**src/rtl/cache_pkg.sv**
```systemverilog
// Shared types and geometry helpers for the direct-mapped write-through cache controller.
package cache_pkg;

    typedef enum logic [1:0] {
        IDLE,
        WAIT_HI,
        WAIT_LO,
        DONE
    } state_t;

    // Widest tag the line struct can carry; narrower tags are zero-extended into it.
    localparam int TAG_MAX_W = 32;

    typedef struct packed {
        logic                 valid;
        logic [TAG_MAX_W-1:0] tag;
        logic [31:0]          data;
    } line_t;

    function automatic int index_width(input int lines);
        return $clog2(lines);
    endfunction

    function automatic int tag_width(input int lines, input int mem_size);
        return $clog2(mem_size) - $clog2(lines);
    endfunction

endpackage

```
**src/rtl/cache_line_array.sv**
```systemverilog
// Valid/tag/data storage for the cache: combinational lookup, one synchronous write port,
// and synchronous invalidation of every line on reset.
module cache_line_array
    import cache_pkg::*;
#(
    parameter int LINES    = 16,
    parameter int MEM_SIZE = 4096,
    localparam int IW      = index_width(LINES),
    localparam int TW      = tag_width(LINES, MEM_SIZE)
) (
    input  logic          clk,
    input  logic          reset,
    input  logic [IW-1:0] lookup_index,
    input  logic [TW-1:0] lookup_tag,
    output logic          lookup_hit,
    output logic [31:0]   lookup_data,
    input  logic          wr_en,
    input  logic [IW-1:0] wr_index,
    input  logic [TW-1:0] wr_tag,
    input  logic [31:0]   wr_data
);

    logic [LINES-1:0] valid_reg;
    logic [TW-1:0]    tag_mem  [LINES];
    logic [31:0]      data_mem [LINES];
    line_t            rd_line;

    // Any write leaves the line valid: fills set it, write hits find it already set.
    generate
        for (genvar gi = 0; gi < LINES; gi++) begin : g_valid
            always_ff @(posedge clk) begin
                if (reset) begin
                    valid_reg[gi] <= 1'b0;
                end else if (wr_en && (wr_index == IW'(gi))) begin
                    valid_reg[gi] <= 1'b1;
                end
            end
        end
    endgenerate

    always_ff @(posedge clk) begin
        if (wr_en) begin
            tag_mem[wr_index]  <= wr_tag;
            data_mem[wr_index] <= wr_data;
        end
    end

    always_comb begin
        rd_line       = '0;
        rd_line.valid = valid_reg[lookup_index];
        rd_line.tag   = TAG_MAX_W'(tag_mem[lookup_index]);
        rd_line.data  = data_mem[lookup_index];
    end

    assign lookup_hit  = rd_line.valid && (rd_line.tag == TAG_MAX_W'(lookup_tag));
    assign lookup_data = rd_line.data;

endmodule

```
**src/rtl/cache_ctrl.sv**
```systemverilog
// Direct-mapped, write-through, no-write-allocate cache controller in front of a word-addressed ram.
// Optional CACHE_STATS_EN adds 32-bit read hit/miss counters as outputs.
module cache_ctrl
    import cache_pkg::*;
#(
    parameter int LINES    = 16,
    parameter int MEM_SIZE = 4096,
    parameter int TIMEOUT  = 4
) (
    input  logic        clk,
    input  logic        reset,
    input  logic [31:0] cpu_address,
    input  logic [31:0] cpu_data,
    input  logic        cpu_read,
    input  logic        cpu_write,
    output logic        cpu_ready,
    output logic [31:0] cpu_out,
    output logic [31:0] mem_address,
    output logic [31:0] mem_data,
    output logic        mem_write,
    input  logic        mem_response,
    input  logic [31:0] mem_out
`ifdef CACHE_STATS_EN
    ,
    output logic [31:0] hit_count,
    output logic [31:0] miss_count
`endif
);

    localparam int IW = index_width(LINES);
    localparam int TW = tag_width(LINES, MEM_SIZE);
    localparam int AW = IW + TW;
    localparam int CW = $clog2(TIMEOUT + 1);

    state_t        state_reg, state_next;
    logic [CW-1:0] cnt_reg, cnt_next;
    logic [31:0]   cpu_out_reg, cpu_out_next;
    logic [31:0]   mem_address_reg, mem_address_next;
    logic [31:0]   mem_data_reg, mem_data_next;
    logic          mem_write_reg, mem_write_next;

    logic [AW-1:0] cpu_a;
    logic [IW-1:0] cpu_index;
    logic [TW-1:0] cpu_tag;
    logic [AW-1:0] txn_a;
    logic          lookup_hit;
    logic [31:0]   lookup_data;
    logic          wr_en;
    logic [IW-1:0] wr_index;
    logic [TW-1:0] wr_tag;
    logic [31:0]   wr_data;
    logic          complete;
    logic          unused_addr_bits;

    assign cpu_a     = cpu_address[AW-1:0];
    assign cpu_index = cpu_a[IW-1:0];
    assign cpu_tag   = cpu_a[AW-1:IW];
    assign unused_addr_bits = &{1'b0, cpu_address[31:AW]};

    // The launched request stays in the mem registers, so they also name the line to fill.
    assign txn_a = mem_address_reg[AW-1:0];

    cache_line_array #(
        .LINES   (LINES),
        .MEM_SIZE(MEM_SIZE)
    ) u_lines (
        .clk         (clk),
        .reset       (reset),
        .lookup_index(cpu_index),
        .lookup_tag  (cpu_tag),
        .lookup_hit  (lookup_hit),
        .lookup_data (lookup_data),
        .wr_en       (wr_en),
        .wr_index    (wr_index),
        .wr_tag      (wr_tag),
        .wr_data     (wr_data)
    );

    always_comb begin
        state_next       = state_reg;
        cnt_next         = cnt_reg;
        cpu_out_next     = cpu_out_reg;
        mem_address_next = mem_address_reg;
        mem_data_next    = mem_data_reg;
        mem_write_next   = mem_write_reg;
        wr_en            = 1'b0;
        wr_index         = cpu_index;
        wr_tag           = cpu_tag;
        wr_data          = cpu_data;
        complete         = 1'b0;

        case (state_reg)
            IDLE: begin
                if (cpu_write) begin
                    wr_en            = lookup_hit;
                    mem_address_next = 32'(cpu_a);
                    mem_data_next    = cpu_data;
                    mem_write_next   = 1'b1;
                    cnt_next         = '0;
                    state_next       = WAIT_HI;
                end else if (cpu_read) begin
                    if (lookup_hit) begin
                        cpu_out_next = lookup_data;
                        state_next   = DONE;
                    end else begin
                        mem_address_next = 32'(cpu_a);
                        mem_write_next   = 1'b0;
                        cnt_next         = '0;
                        state_next       = WAIT_HI;
                    end
                end
            end
            WAIT_HI: begin
                if (mem_response) begin
                    cnt_next   = '0;
                    state_next = WAIT_LO;
                end else if (cnt_reg == CW'(TIMEOUT - 1)) begin
                    // No edge from ram: the request repeated the previous one, mem_out is current.
                    cnt_next = '0;
                    complete = 1'b1;
                end else begin
                    cnt_next = cnt_reg + CW'(1);
                end
            end
            WAIT_LO: begin
                if (!mem_response) begin
                    complete = 1'b1;
                end
            end
            DONE: begin
                state_next = IDLE;
            end
            default: begin
                state_next = IDLE;
            end
        endcase

        if (complete) begin
            state_next = DONE;
            if (!mem_write_reg) begin
                wr_en        = 1'b1;
                wr_index     = txn_a[IW-1:0];
                wr_tag       = txn_a[AW-1:IW];
                wr_data      = mem_out;
                cpu_out_next = mem_out;
            end
        end
    end

    always_ff @(posedge clk) begin
        if (reset) begin
            state_reg       <= IDLE;
            cnt_reg         <= '0;
            cpu_out_reg     <= '0;
            mem_address_reg <= '0;
            mem_data_reg    <= '0;
            mem_write_reg   <= 1'b0;
        end else begin
            state_reg       <= state_next;
            cnt_reg         <= cnt_next;
            cpu_out_reg     <= cpu_out_next;
            mem_address_reg <= mem_address_next;
            mem_data_reg    <= mem_data_next;
            mem_write_reg   <= mem_write_next;
        end
    end

    assign cpu_ready   = (state_reg == DONE);
    assign cpu_out     = cpu_out_reg;
    assign mem_address = mem_address_reg;
    assign mem_data    = mem_data_reg;
    assign mem_write   = mem_write_reg;

`ifdef CACHE_STATS_EN
    logic        hit_inc;
    logic        miss_inc;
    logic [31:0] hit_count_reg;
    logic [31:0] miss_count_reg;

    assign hit_inc  = (state_reg == IDLE) && !cpu_write && cpu_read && lookup_hit;
    assign miss_inc = (state_reg == IDLE) && !cpu_write && cpu_read && !lookup_hit;

    always_ff @(posedge clk) begin
        if (reset) begin
            hit_count_reg  <= '0;
            miss_count_reg <= '0;
        end else begin
            if (hit_inc) begin
                hit_count_reg <= hit_count_reg + 32'd1;
            end
            if (miss_inc) begin
                miss_count_reg <= miss_count_reg + 32'd1;
            end
        end
    end

    assign hit_count  = hit_count_reg;
    assign miss_count = miss_count_reg;
`endif

endmodule

```
**config.mk**
```make
export PLATFORM = sky130hd
export DESIGN_NAME = cache_ctrl
export DESIGN_NICKNAME = d
export VERILOG_FILES = /design/src/rtl/cache_pkg.sv /design/src/rtl/cache_line_array.sv /design/src/rtl/cache_ctrl.sv
export SDC_FILE = /design/constraint.sdc
export NUM_CORES = 1
export LEC_CHECK = 0
export BUFFER_PORTS_ARGS = -buffer_cell sky130_fd_sc_hd__clkbuf_2
export CAP_MARGIN = 40
export CORE_MARGIN = 10
export CORE_UTILIZATION = 45
export CTS_BUF_LIST = sky130_fd_sc_hd__clkbuf_2 sky130_fd_sc_hd__clkbuf_4 sky130_fd_sc_hd__clkbuf_8
export DETAILED_ROUTE_END_ITERATION = 10
export PLACE_DENSITY = 0.67
export SKIP_LAST_GASP = 1
export SLEW_MARGIN = 10
export SYNTH_ARGS = -nofsm -noshare
export SYNTH_HDL_FRONTEND = slang
export SYNTH_SLANG_ARGS = --single-unit
```
**constraint.sdc**
```tcl
create_clock -name clk -period 4.65 [get_ports clk]
set_input_delay 0.6975 -clock clk [delete_from_list [all_inputs] [get_ports clk]]
set_output_delay 0.6975 -clock clk [all_outputs]
set_load 0.005 [all_outputs]
```
Yosys cells after proc, flatten, opt, wreduce, memory -nomap -nowiden

Memories as Yosys holds them, arrays and structs flattened.
Cells that the tools add are included.

Word-level logic and storage cells: 119
Bits of input ports: 101
Register bits: 118
Bits in writable memories: 640
Memories kept: 2

Equal/unequal tests: 25
$lt $le $gt $ge: 1
Muxes and demuxes: 42
Reduce and logical (&&, ||, !) cells: 26
Add/subtract/negate cells: 1

Memory list:

| memory           | depth | width | rd ports | clocked after Yosys merged registers in | write ports | RTL line               | RTL |
|---|---|---|---|---|---|---|---|
| u_lines.data_mem | 16    | 32    | 1        | 0                                       | 1           | cache_line_array.sv:25 | `logic [31:0] data_mem [LINES];` |
| u_lines.tag_mem  | 16    | 8     | 1        | 0                                       | 1           | cache_line_array.sv:24 | `logic [TW-1:0] tag_mem [LINES];` |

Operator list:

| operator              | count |
|---|---|
| $mux W32              | 11 |
| $eq A4 B4 Y1 const B  | 8 |
| $logic_and A1 B1 Y1   | 17 |
| $eq A4 B3 Y1 const B  | 4 |
| $mux W8               | 2 |
| $mux W3               | 5 |
| $mux W1               | 13 |
| $mux W2               | 5 |
| $ne A3 B3 Y1 const B  | 3 |
| $reduce_and A3 Y1     | 3 |
| $eq A4 B2 Y1 const B  | 2 |
| $eq A8 B8 Y1          | 1 |
| $mux W4               | 2 |
| $pmux W2 S3           | 1 |
| $pmux W3 S2           | 1 |
| $lt A4 B5 Y1 const B  | 1 |
| $bmux W1 S4           | 1 |
| $eq A2 B2 Y1 const B  | 2 |
| $eq A4 B1 Y1 const B  | 1 |
| $logic_not A4 Y1      | 1 |
| $ne A4 B4 Y1 const B  | 1 |
| $reduce_bool A2 Y1    | 2 |
| $reduce_bool A4 Y1    | 1 |
| $add A3 B1 Y3 const B | 1 |
| 6 further kinds       | 6 |

Longest topological paths before layout

Depth after elaboration: 9
Mapped depth: 13

Hierarchy

Synthesis repeated with hierarchy kept, for this count alone.

Cell total of the unflattened synthesis: 1,440
Area, all modules: 28,922.7 sq um

Modules (own cells, without submodules):

| module           | area an instance (sq um) | sequential area each (sq um) | cells an instance | instances |
|---|---|---|---|---|
| cache_line_array | 24,811.3                 | 19,538.7                     | 998               | 1 |
| cache_ctrl       | 4,111.4                  | 1,641.6                      | 442               | 1 |

Worst setup path before layout

Ideal clock, no wire load.

Kind: input -> register
Start point: in cpu_address[2]
End point: mem u_lines.data_mem[10][0] (enable)
Setup slack: 605 ps
Required time: 4,256 ps
Stages on the path: 9
Path buffers: 2
Data arrival time: 3,651 ps
Cell sequence: buf_2 buf_2 mux4_2 mux4_2 xnor2_2 o211ai_4 nor4_1 o21ai_0 inv_1

Word-level cells in the longest chain between the ends: 9

Ends and longest elaborated chain:

| what                                          | RTL line                                       | RTL |
|---|---|---|
| start: declaration                            | cache_ctrl.sv:12                               | `input logic [31:0] cpu_address,` |
| $mem_v2 Z16 W8 or $bmux W1 S4 (tied branches) | n/a                                            |  |
| $eq A8 B8 Y1 or $mux W1 (tied branches)       | cache_line_array.sv:55, cache_line_array.sv:50 |  |
| $logic_and A1 B1 Y1                           | cache_line_array.sv:55                         | `assign lookup_hit = rd_line.valid && (rd_line.tag == TAG_MAX_W'(lookup_tag));` |
| $mux W1                                       | cache_ctrl.sv:94                               | `if (cpu_write) begin` |
| $mux W1                                       | cache_ctrl.sv:92                               | `case (state_reg)` |
| $mux W1                                       | cache_ctrl.sv:140                              | `if (!mem_write_reg) begin` |
| $mux W1                                       | cache_ctrl.sv:138                              | `if (complete) begin` |
| $mux W1                                       | cache_line_array.sv:42                         | `if (wr_en) begin` |
| $mux W1 (not written as such)                 | cache_line_array.sv:44                         | `data_mem[wr_index] <= wr_data;` |
| end: declaration                              | cache_line_array.sv:25                         |  |

Several ways; a longest one is shown, not always the timed one. The select of a mux whose other input is x is not followed.

Final worst setup path

Start point: in cpu_address[3]
End point: mem u_lines.data_mem[5][7] (enable)

The elaborated chain is that of the path after synthesis.

==> qor.yml <==
outcome:
  outcome: "finished clean"
floorplan:
  die_y_um: 276
  die_w_um: 276
  coreArea_mm2: 0.0646
  pin_count: 199
  dieArea_mm2: 0.0760
  row_count: 93
  initial_core_util: 0.456
critical_path:
  cp-end-kind: "flip-flop"
  worstPathCellList: "buf_2 > mux4_2 > mux4_2 > xnor2_2 > nand4_4 > nor4_1 > buf_4 > o21ai_0 > inv_2 > buf_12"
  ff2ff_path_depth: 9
  path_max_fanout: 24
  r2r-start: "u_lines.tag_mem[2][3]"
  r2r-end: "u_lines.data_mem[5][7]"
  startpoint_type: "input port"
  max_stage_delay_ns: 0.56
  cp.arrival_ns: 4.02
  path_common_cell: "mux4_2"
  crit_type: "input port to flip-flop"
  path_buf_inv: 4
  r2r_setup_slack_ns: 1.10
  setup.worst_path.start: "cpu_address[3]"
  slowest_stage: "buf_2"
  cp_top_family: "buffers and inverters"
  worstPathRequired_ns: 5.03
drt:
  wl_per_cell_um: 25.4
  ant_nets: 0
  num_vias: 16000
  drt_wl_total_um: 71700
  drc: 0
  first_iter_violations: 1443
  drt_pass1_iterations: 5
  vias_per_cell: 5.65
global_routing:
  antenna_found_initial: 0
  grt.total_usage: 0.189
  grt.overflow.total: 0
  grt_pass1_vias: 16500
  grt_pass1_wl_um: 106000
  grt_max_degree: 75
clock_tree:
  clock_sinks: 738
  cts_resized: 0
  ctsHoldBuffers: 0
  clkSlewWorstSetupHoldPaths_ns: 0.06
  cts_tree: "done"
  cts-root-buf: "clkbuf_8"
  h-tree-depth: 3
  post_cts_buffers: 0
  cts_made_buffers: 115
  clockBufferDepth: 3
  clock_latency_ns: 0.74
layout:
  drive_above_1_share: 0.347
  top_regs: "u_lines.data_mem: 512 flops, u_lines.tag_mem: 128 flops"
  nets: 1977
  final_util: 0.530
  largest_register: "u_lines.data_mem"
  diodes: 0
  syn2layout_area_growth_pct: 16.3
  largest_reg_flops: 512
  stdcell_count: 2824
worst_hold_path:
  hold_depth: 3
  hp-start: "cpu_data[25]"
  min_path_type: "input port to flip-flop"
  min_to: "mem_data[25]"
power:
  leakagePower_nw: 11.8
  vdd_ir_drop_max_mv: 0.333
  total_power_mw: 14.6
  power_density_mw_per_mm2: 427
timing:
  worstMarginPinSlew_ns: 0.912
  relSlewSlack: 0.392
  holdWs_ns: 0.209
  rsz0062_at_grt: "no"
  hold_viol: 0
  fin_crit_ns: 3.64
  fmax_mhz: 275
  fin_skew_ns: 0.0522
  final_max_slew_viol_count: 0
  setup_viol: 0
  finalCritPeriodShare: 0.782
  tns_ns: 0
logic_synthesis:
  yosysTopAreaCellShare: 0.653
  synth-seq-area-share: 0.720
  ys_seq_elements: 738
  synth.area.top_cells: "edfxtp_1 (65%), mux4_2 (15%), dfxtp_1 (6.7%)"
  async_reset_ff_frac: 0
  synth.most_common_cell: "edfxtp_1"
  netlist_instances: 1627
  syn_area_mm2: 0.0294
  synth_edf_count: 640
  avgSynthCellArea_um2: 18.1
  synthDistinctLibCells: 54
  synthFlopType: "edfxtp_1"
  netlist_top_cells_count: "edfxtp_1 (640), mux4_2 (190), nand2_1 (190), dfxtp_1 (98), nand3_1 (67)"
  yosysTopAreaCell: "edfxtp_1"
  yosysWarnings: 0
placed_design:
  gp_congestion: 0.780
  hpwl_um: 43200
  placedCellCount: 2608
  portBuffers: 158
job:
  drv_cap: 0
worst max-delay path by stage:
| stage | endpoint | depth (start not counted) |
|---|---|---|
| 5_1_grt | u_lines.data_mem[5][7] | 9 |
| 3_3_place_gp | u_lines.data_mem[5][30] | 10 |
| 2_1_floorplan | u_lines.data_mem[10][0] | 9 |
| 4_1_cts | u_lines.data_mem[5][7] | 10 |
| 3_5_place_dp | u_lines.data_mem[5][30] | 10 |
| 6_report | u_lines.data_mem[5][7] | 10 |
logic make-up (layout without fill, tap and decap cells):
family          Yosys count  count (layout)  share of synthesized area
flops                   738             738                      0.720
simple gates            398             398                     0.0708
mux                     227             227                      0.160
buf+inv                 157             480                     0.0251
compound gates           93              93                     0.0191
xor+xnor                  7               7                    0.00259
fa+ha+maj                 6               6                    0.00255
other cells               1              20                   0.000127
layer usage:
metal | vias to the layer above | wire [um] | GRT usage
met3 | 114 | 6180 | 0.0540
met2 | 685 | 35000 | 0.305
li1 | 6916 | - | -
met4 | 0 | 1390 | 0.0565
met1 | 8252 | 29200 | 0.248
met5 | - | 0 | 0
report_power, final:
group | total [mW] | switching [mW] | internal (mW)
combinational | 1.31 | 0.826 | 0.489
sequential | 7.55 | 0.0893 | 7.46
clock | 5.73 | 2.47 | 3.26
total | 14.6 | 3.38 | 11.2
final cells by class:
type	instances	area (um2)
Clock buffer	185	2240
Clock inverter	31	250
Fill cell	5101	30400
Inverter	37	139
Multi-Input combinational cell	751	7590
Sequential cell	738	21200
Tap cell	855	1070
Timing Repair Buffer	227	1750
through the flow:
stage                     setup slack [ns]  cell area [um2]
after floorplan                      0.605            29500
after global placement               0.480            31700
after detailed placement             0.364            31700
after CTS                             1.10            34200
after global routing                 0.891            34200
final                                 1.01            34200
placed cells by master (no fill, tap or decap), types with 32 or more instances in the layout:
cell	n
edfxtp_1	640
mux4_2	190
nand2_1	190
clkbuf_2	153
clkbuf_8	136
dfxtp_1	98
nand3_1	67
a21oi_1	55
clkbuf_4	49
buf_4	38
nand3b_1	34
mux2i_1	33
or4b_2	32
buf_12	32
worst register-to-register path: stages (launching register included):
cell	delay, ns
edfxtp_1	0.36
mux4_1	0.53
mux4_2	0.52
xnor2_2	0.25
nand4_4	0.25
nor4_1	0.50
buf_4	0.21
o21ai_0	0.17
inv_2	0.17
buf_12	0.24
Note: power is estimated with default switching activity, not from simulation.
